**src/rtl/cp0_pkg.sv**
```systemverilog
// rtl/cp0_pkg.sv - CP0 register indices, ExcCode constants and PC alignment helper
package cp0_pkg;

  localparam logic [4:0] CP0_COUNT   = 5'd9;
  localparam logic [4:0] CP0_COMPARE = 5'd11;
  localparam logic [4:0] CP0_SR      = 5'd12;
  localparam logic [4:0] CP0_CAUSE   = 5'd13;
  localparam logic [4:0] CP0_EPC     = 5'd14;
  localparam logic [4:0] CP0_PRID    = 5'd15;

  localparam logic [4:0] EXC_INT  = 5'd0;
  localparam logic [4:0] EXC_ADEL = 5'd4;
  localparam logic [4:0] EXC_ADES = 5'd5;
  localparam logic [4:0] EXC_RI   = 5'd10;
  localparam logic [4:0] EXC_OV   = 5'd12;

  function automatic logic [31:0] word_align(input logic [31:0] addr);
    return {addr[31:2], 2'b00};
  endfunction

endpackage

```
**src/rtl/cp0_exc_ctrl_if.sv**
```systemverilog
// rtl/cp0_exc_ctrl_if.sv - mfc0/mtc0 register access bus between core and CP0
interface cp0_exc_ctrl_if;
  logic [4:0]  rd_addr;
  logic [31:0] rd_data;
  logic        wr_en;
  logic [4:0]  wr_addr;
  logic [31:0] wr_data;

  modport master (output rd_addr, wr_en, wr_addr, wr_data, input rd_data);
  modport slave  (input rd_addr, wr_en, wr_addr, wr_data, output rd_data);
endinterface

```
**src/rtl/cp0_timer.sv**
```systemverilog
// rtl/cp0_timer.sv - Count/Compare registers with sticky timer-pending flag
module cp0_timer #(
  parameter bit TIMER_EN = 1'b1
) (
  input  logic        clk,
  input  logic        reset,
  input  logic        count_we,
  input  logic        compare_we,
  input  logic [31:0] wr_data,
  output logic [31:0] count,
  output logic [31:0] compare,
  output logic        timer_pend
);

  logic [31:0] count_next;

  // A software load replaces the increment for that cycle; wrap is silent.
  always_comb begin
    count_next = count;
    if (count_we)
      count_next = wr_data;
    else if (TIMER_EN)
      count_next = count + 32'd1;
  end

  always_ff @(posedge clk) begin
    if (reset) begin
      count      <= 32'd0;
      compare    <= 32'hFFFF_FFFF;
      timer_pend <= 1'b0;
    end else begin
      count <= count_next;
      if (compare_we)
        compare <= wr_data;
      if (compare_we)
        timer_pend <= 1'b0;
      else if (TIMER_EN && (count_next == compare))
        timer_pend <= 1'b1;
    end
  end

endmodule

```
**src/rtl/cp0_exc_ctrl.sv**
```systemverilog
// rtl/cp0_exc_ctrl.sv - CP0 SR/Cause/EPC/PRId, interrupt latching and exception arbitration
module cp0_exc_ctrl
  import cp0_pkg::*;
#(
  parameter int          NUM_HWINT = 6,
  parameter logic [5:0]  EDGE_MASK = 6'b000000,
  parameter bit          TIMER_EN  = 1'b1,
  parameter logic [31:0] PRID_VAL  = 32'h0000_2021,
  parameter logic [31:0] RESET_EPC = 32'h0000_3000
) (
  input  logic                 clk,
  input  logic                 reset,
  cp0_exc_ctrl_if.slave        bus,
  input  logic [31:0]          pc_m,
  input  logic                 bd_m,
  input  logic                 exc_valid_m,
  input  logic [4:0]           exc_code_m,
  input  logic                 eret_m,
  input  logic [NUM_HWINT-1:0] hw_int,
  output logic                 take,
  output logic                 exl_o,
  output logic [31:0]          epc_o
);

  localparam logic [NUM_HWINT-1:0] EDGE = EDGE_MASK[NUM_HWINT-1:0];

  logic                 ie, exl, bd;
  logic [4:0]           exc_code;
  logic [31:0]          epc;
  logic [NUM_HWINT-1:0] im, ip, ip_next, ip_keep, raw, hw_q, hw_qq;
  logic [5:0]           im6, ip6;
  logic [31:0]          count, compare;
  logic                 timer_pend, int_req;
  logic                 wr_sr, wr_cause, wr_epc;

  assign wr_sr    = bus.wr_en && (bus.wr_addr == CP0_SR);
  assign wr_cause = bus.wr_en && (bus.wr_addr == CP0_CAUSE);
  assign wr_epc   = bus.wr_en && (bus.wr_addr == CP0_EPC);

  cp0_timer #(.TIMER_EN(TIMER_EN)) u_timer (
    .clk        (clk),
    .reset      (reset),
    .count_we   (bus.wr_en && (bus.wr_addr == CP0_COUNT)),
    .compare_we (bus.wr_en && (bus.wr_addr == CP0_COMPARE)),
    .wr_data    (bus.wr_data),
    .count      (count),
    .compare    (compare),
    .timer_pend (timer_pend)
  );

  // Edge lines detect a rise between the sample stage and its delayed copy, so
  // they see one cycle more latency than level lines.
  always_comb begin
    raw                = hw_int;
    raw[NUM_HWINT-1]   = hw_int[NUM_HWINT-1] | timer_pend;
    ip_keep            = wr_cause ? bus.wr_data[10 +: NUM_HWINT] : {NUM_HWINT{1'b1}};
    ip_next            = (EDGE & ((hw_q & ~hw_qq) | (ip & ip_keep))) | (~EDGE & raw);
    im6                = 6'd0;
    im6[NUM_HWINT-1:0] = im;
    ip6                = 6'd0;
    ip6[NUM_HWINT-1:0] = ip;
  end

  assign int_req = (|(ip & im)) & ie & ~exl;
  assign take    = exc_valid_m | int_req;
  assign exl_o   = exl;
  assign epc_o   = epc;

  always_ff @(posedge clk) begin
    if (reset) begin
      ie       <= 1'b0;
      exl      <= 1'b0;
      im       <= '0;
      ip       <= '0;
      hw_q     <= '0;
      hw_qq    <= '0;
      bd       <= 1'b0;
      exc_code <= EXC_INT;
      epc      <= RESET_EPC;
    end else begin
      hw_q  <= raw;
      hw_qq <= hw_q;
      ip    <= ip_next;
      if (wr_sr) begin
        im <= bus.wr_data[10 +: NUM_HWINT];
        ie <= bus.wr_data[0];
      end
      if (take) begin
        exl      <= 1'b1;
        exc_code <= exc_valid_m ? exc_code_m : EXC_INT;
      end else if (eret_m)
        exl <= 1'b0;
      else if (wr_sr)
        exl <= bus.wr_data[1];
      // EPC/BD are frozen while a handler is already running (nested exception).
      if (take && !exl) begin
        epc <= bd_m ? word_align(pc_m) - 32'd4 : word_align(pc_m);
        bd  <= bd_m;
      end else if (wr_epc)
        epc <= word_align(bus.wr_data);
    end
  end

  always_comb begin
    bus.rd_data = 32'd0;
    case (bus.rd_addr)
      CP0_COUNT:   bus.rd_data = count;
      CP0_COMPARE: bus.rd_data = compare;
      CP0_SR:      bus.rd_data = {16'd0, im6, 8'd0, exl, ie};
      CP0_CAUSE:   bus.rd_data = {bd, 15'd0, ip6, 3'd0, exc_code, 2'd0};
      CP0_EPC:     bus.rd_data = epc;
      CP0_PRID:    bus.rd_data = PRID_VAL;
      default:     bus.rd_data = 32'd0;
    endcase
  end

endmodule

```
**src/flat_wrapper.sv**
```systemverilog
// flat-port wrapper written by rule: the top's interface ports become plain ports
module cp0_exc_ctrl_flat import cp0_pkg::*;
#(
  parameter int          NUM_HWINT = 6,
  parameter logic [5:0]  EDGE_MASK = 6'b000000,
  parameter bit          TIMER_EN  = 1'b1,
  parameter logic [31:0] PRID_VAL  = 32'h0000_2021,
  parameter logic [31:0] RESET_EPC = 32'h0000_3000
)
  (clk, reset, pc_m, bd_m, exc_valid_m, exc_code_m, eret_m, hw_int, take, exl_o, epc_o, bus_rd_addr, bus_wr_en, bus_wr_addr, bus_wr_data, bus_rd_data);
  cp0_exc_ctrl_if bus_i ();
  input  logic clk;
  input  logic reset;
  input  logic [31:0] pc_m;
  input  logic bd_m;
  input  logic exc_valid_m;
  input  logic [4:0] exc_code_m;
  input  logic eret_m;
  input  logic [NUM_HWINT-1:0] hw_int;
  output logic take;
  output logic exl_o;
  output logic [31:0] epc_o;
  input wire logic [$bits(bus_i.rd_addr)-1:0] bus_rd_addr;
  input wire logic [$bits(bus_i.wr_en)-1:0] bus_wr_en;
  input wire logic [$bits(bus_i.wr_addr)-1:0] bus_wr_addr;
  input wire logic [$bits(bus_i.wr_data)-1:0] bus_wr_data;
  output wire logic [$bits(bus_i.rd_data)-1:0] bus_rd_data;
  assign bus_i.rd_addr = bus_rd_addr;
  assign bus_i.wr_en = bus_wr_en;
  assign bus_i.wr_addr = bus_wr_addr;
  assign bus_i.wr_data = bus_wr_data;
  assign bus_rd_data = bus_i.rd_data;
  cp0_exc_ctrl #(.NUM_HWINT(NUM_HWINT), .EDGE_MASK(EDGE_MASK), .TIMER_EN(TIMER_EN), .PRID_VAL(PRID_VAL), .RESET_EPC(RESET_EPC)) u_core (.clk(clk), .reset(reset), .bus(bus_i), .pc_m(pc_m), .bd_m(bd_m), .exc_valid_m(exc_valid_m), .exc_code_m(exc_code_m), .eret_m(eret_m), .hw_int(hw_int), .take(take), .exl_o(exl_o), .epc_o(epc_o));
endmodule
```
**config.mk**
```make
export PLATFORM = sky130hd
export DESIGN_NAME = cp0_exc_ctrl_flat
export DESIGN_NICKNAME = d
export VERILOG_FILES = /design/src/rtl/cp0_pkg.sv /design/src/rtl/cp0_exc_ctrl_if.sv /design/src/rtl/cp0_timer.sv /design/src/rtl/cp0_exc_ctrl.sv /design/src/flat_wrapper.sv
export SDC_FILE = /design/constraint.sdc
export NUM_CORES = 1
export LEC_CHECK = 0
export ABC_AREA = 1
export ABC_CLOCK_PERIOD_IN_PS = 2700
export CORE_MARGIN = 2
export CORE_UTILIZATION = 47
export DETAILED_ROUTE_END_ITERATION = 6
export GPL_TIMING_DRIVEN = 0
export MAX_ROUTING_LAYER = met4
export PLACE_DENSITY = 0.78
export SYNTH_ARGS = -nofsm -noshare
export SYNTH_HDL_FRONTEND = slang
export SYNTH_SLANG_ARGS = --single-unit
```
**constraint.sdc**
```tcl
create_clock -name clk -period 2.7 [get_ports clk]
set_input_delay 0.81 -clock clk [delete_from_list [all_inputs] [get_ports clk]]
set_output_delay 0.81 -clock clk [all_outputs]
set_load 0.02 [all_outputs]
```
## Word-level counts from Yosys, hierarchy flattened

Cells that the tools add are included.
W data, S select, Z words.

- Eq/ne operators: 11
- Bitwise operators: 6
- Reductions and logical operators: 10
- $add $sub $neg: 2
- Muxes and demuxes: 9

Operator list:

| cell | count |
|---|---|
| $pmux W32 S6 | 1 |
| $mux W32 | 4 |
| $eq A5 B4 Y1 const B | 10 |
| $add A32 B1 Y32 const B | 1 |
| $eq A32 B32 Y1 | 1 |
| $sub A32 B3 Y32 const B | 1 |
| $and A6 B6 Y6 | 1 |
| $reduce_or A6 Y1 | 1 |
| $logic_and A1 B1 Y1 | 5 |
| $mux W5 | 1 |
| $mux W1 | 3 |
| $reduce_bool A3 Y1 | 1 |
| $and A1 B1 Y1 | 2 |
| $or A1 B1 Y1 | 2 |
| $reduce_bool A2 Y1 | 1 |
| $reduce_or A2 Y1 | 1 |
| $logic_not A1 Y1 | 1 |
| $not A1 Y1 | 1 |

- Bits of input ports: 91
- Output and inout port bits: 66
- Register bits after elaboration: 117
- Word-level logic and storage cells: 48

## Logic depth before layout (Yosys ltp)

- Depth in word-level cells: 7
- Depth in mapped cells: 17
- Mapped depth without buffers: 17

## Modules after synthesis

Synthesis repeated with hierarchy kept, for this count alone.

- Cell total of the unflattened synthesis: 1325
- Area total of the unflattened synthesis: 7911.3 um^2

Modules (own cells, without submodules):

| module | cells an instance | seq. area each (um^2) | area an instance (um^2) | instances |
|---|---|---|---|---|
| cp0_timer | 665 | 1301.2 | 4011.3 | 1 |
| cp0_exc_ctrl | 660 | 1001.0 | 3900.0 | 1 |

## Worst setup path before layout

OpenSTA, ideal clock, no wires.

- Kind: input -> output
- Start: in bus_rd_addr[0]
- End: out bus_rd_data[5]
- Arrival time: 2.269 ns
- Stages on the path: 7
- Path slack: -0.379 ns
- Buffers on the path: 1
- Path through: inv_1 -> nor2_1 -> nand2_1 -> nor2_1 -> clkinv_1 -> clkbuf_1 -> o21ai_0

- Word-level cells in the longest chain between the ends: 2
- Elaborated cells between the ends (all ways): 7

RTL lines:

| what | RTL line | source |
|---|---|---|
| start, declared | flat_wrapper.sv:23 | `input wire logic [$bits(bus_i.rd_addr)-1:0] bus_rd_addr;` |
| $eq A5 B4 Y1 | cp0_exc_ctrl.sv:106 | `case (bus.rd_addr)` |
| $pmux W32 S6 * | cp0_exc_ctrl.sv:106 |  |
| end, declared | flat_wrapper.sv:27 | `output wire logic [$bits(bus_i.rd_data)-1:0] bus_rd_data;` |

Mark *: on every way between the ends. The rest lies on a longest branch, timed or not.

## Worst setup path after layout

- Start: in bus_rd_addr[4]
- End: out bus_rd_data[19]

Same word-level chain as after synthesis.

==> impl_metrics.toml <==
[global_route]
grt_max_degree = 17
grt_overflow = 0
grt_usage = 0.3786
grt_first_pass_wirelength_um = 46240
antenna_found_initial = 0
grt_pass1_vias = 8603

[drt]
wl_met3_um = 3618
avgRoutedWirePerCell_um = 19.40
wl_met1_um = 12040
first_pass_iters = 6
drt_wl_total_um = 31180
drc = 0
first_iter_violations = 1249
wl_met2_um = 13720
avgViaCountPerCell = 5.797
vias = 9315
ant_nets = 0
highest_layer = "met4"

[cts]
worstSkewPairLatency_ns = 0.42
clock-sinks = 115
cts_tree = "built"
clockRootBuffer = "clkbuf_16"
hold_buffers = 0
htree_levels = 4
clkTransAtPathRegs_ns = 0.06
cts_made_buffers = 17
clockBufferDepth = 2

[finish]
num_antenna_cells = 0
drive_gt1_frac = 0.1649
final_area_mm2 = 0.01060
layout_commonest_cell = "nand2_1"
n_fill_cell = 1292
most-common-layout-cells = "nand2_1, inv_1, nor2_1"
area_delta_synth_final_pct = 44.87
layout.nets = 1501

[power]
p_leak_uw = 0.004650
powerDensity_mw_per_mm2 = 433.8
p_total_uw = 4600
ir_worst_vdd_mv = 0.4462

[sta]
relSlewSlack = 0.4481
drv_slew = 0
period_needed_ns = 2.926
setup_viol = 32
fmax_mhz = 341.7
worst_pin_slew_ns = 0.8279
hold_violations = 0
fin_crit_sh = 1.084
fin_skew_ns = 0.006825
fin_ws_ns = -0.2265
grt_setup_unrepaired = "true"

[die]
die_y_um = 128.8
die-area_mm2 = 0.01659
ios = 157
row_count = 45
start_util = 0.4815
core_region_area_mm2 = 0.01520
die_x_um = 128.8

[worst_setup_path]
worst-setup-path-type = "input port to output port"
cp_max_fo = 5
critPathArrivalTime_ns = 2.12
cp-start-kind = "input port"
cp.required_ns = 1.89
cp-end-kind = "output port"

[synth]
ys_types = 42
ys_warn_count = 0
ys_top_cells_by_area = "dfxtp_1, nand2_1, inv_1"
synth-seq-area-share = 0.3145
synth_top_area_share = 0.3145
ys_ff_latch = 115
synth_area_mm2 = 0.007320
synth_edf_count = 0
async_reset_ff_frac = 0
synth.largest_area_cell = "dfxtp_1"
syn_inst = 1203
synth_ff_type = "dfxtp_1"
synth.avg_cell_area_um2 = 6.084

[run_status]
violations = "negative setup slack"
outcome = "finished with violations"

[placement]
dp_hpwl_um = 23120
io_buffers = 150
place.gp.congestion = 0.9958
dpl_cell_area_mm2 = 0.009225

[run]
cap_violations = 0

[worst_hold_path]
hp-class = "flip-flop to flip-flop"
==> registers in the layout (all words and copies together), names as in the netlist <==
name and flops:
u_core.bd 1, u_core.epc_o 30, u_core.exc_code 5, u_core.exl_o 1
u_core.ie 1, u_core.im 6, u_core.ip 6, u_core.u_timer.compare 32
u_core.u_timer.count 32, u_core.u_timer.timer_pend 1
==> metrics by stage <==
stage / std cells / hold slack (ns) / setup WS, ns / TNS, ns / util
floorplan: 1204 / 0.4286 / 0.02189 / 0 / -
global placement: 1542 / 0.4389 / -1.572 / -54.09 / 0.6068
detailed placement: 1542 / 0.4481 / -1.560 / -54.93 / 0.6068
CTS: 1593 / 0.4561 / -0.1872 / -3.487 / 0.6674
global route: 1607 / 0.4735 / -0.2462 / -5.385 / 0.6975
finish: 1607 / 0.4597 / -0.2265 / -4.446 / 0.6975
==> logic make-up (layout without fill, tap and decap cells) <==
family / Yosys count / after routing / share of synthesized area
adders and majority gates: 2 / 2 / 0.003418
DFF: 115 / 115 / 0.3145
and+or+nand+nor: 629 / 630 / 0.3627
xor gates and xnor gates: 28 / 28 / 0.03350
muxes: 1 / 1 / 0.001368
buffers and inverters: 188 / 402 / 0.09949
AOI/OAI and AO/OA: 239 / 239 / 0.1844
other: 1 / 2 / 0.0005123
==> critical path, cell delays in order <==
cell and delay (ns):
buf_8 0.10, nor2_4 0.14, nand2_2 0.09, nor2_4 0.20, clkinv_4 0.13, clkbuf_16 0.18, o211ai_1 0.26, buf_4 0.20
==> synth_stat cells, types with 4 or more instances <==
library cell    n
nand4_1         9
o221ai_1       22
o22ai_1         6
nor3_1          6
o21ai_0        96
inv_1         138
nand2_2         5
a22oi_1         4
dfxtp_1       115
nand3_1        96
nor2_1        127
nor2_2          7
o21bai_1        4
buf_2           9
or2_2           8
clkbuf_1       32
xor2_1         13
nor2_4          5
a21oi_1        91
xnor2_1        15
a31oi_1         6
nand2_1       354
==> per-layer routing <==
layer	track usage	up-vias
met5	-	-
met4	0.2052	0
met3	0.08732	158
met2	0.5605	622
met1	0.4782	4197
li1	-	4338
==> area by class of cell <==
cell class | instances | area [µm²] | share of cell area
Timing Repair inverter | 1 | 6.256 | 0.0005900
Timing Repair Buffer | 183 | 1839 | 0.1735
Multi-Input combinational cell | 902 | 4845 | 0.4569
Sequential cell | 115 | 2302 | 0.2171
Tap cell | 188 | 235.2 | 0.02218
Clock buffer | 23 | 467.9 | 0.04413
Inverter | 143 | 556.8 | 0.05251
Buffer | 45 | 316.6 | 0.02985
Clock inverter | 7 | 35.03 | 0.003304
==> where the power goes <==
group / switching (µW) / total [µW] / internal (µW)
registers: 63.9 / 1830 / 1760
clock network: 784 / 1980 / 1190
logic: 453 / 796 / 343
total: 1300 / 4600 / 3300
==> worst paths after layout <==
kind                                                       from                              end  slack, ns  cells past startpoint
worst max-delay path                             bus_rd_addr[4]                  bus_rd_data[19]      -0.23                      8
worst min-delay path            u_core.exc_code[4]$_SDFFE_PP0P_  u_core.exc_code[4]$_SDFFE_PP0P_       0.46                      2
worst max register to register          u_core.ip[5]$_SDFF_PP0_    u_core.epc_o[19]$_SDFFE_PP0P_       0.16                     12
worst min register to register  u_core.exc_code[4]$_SDFFE_PP0P_  u_core.exc_code[4]$_SDFFE_PP0P_       0.46                      2
==> what timing repair did <==
item | 4_1_cts | 5_1_grt
gates cloned | 4 | 2
setup endpoints to repair | 34 | 41
buffers inserted | 17 | 12
pin swaps | 13 | 26
resized for setup | 259 | 89
(Power assumes the default switching activity.)
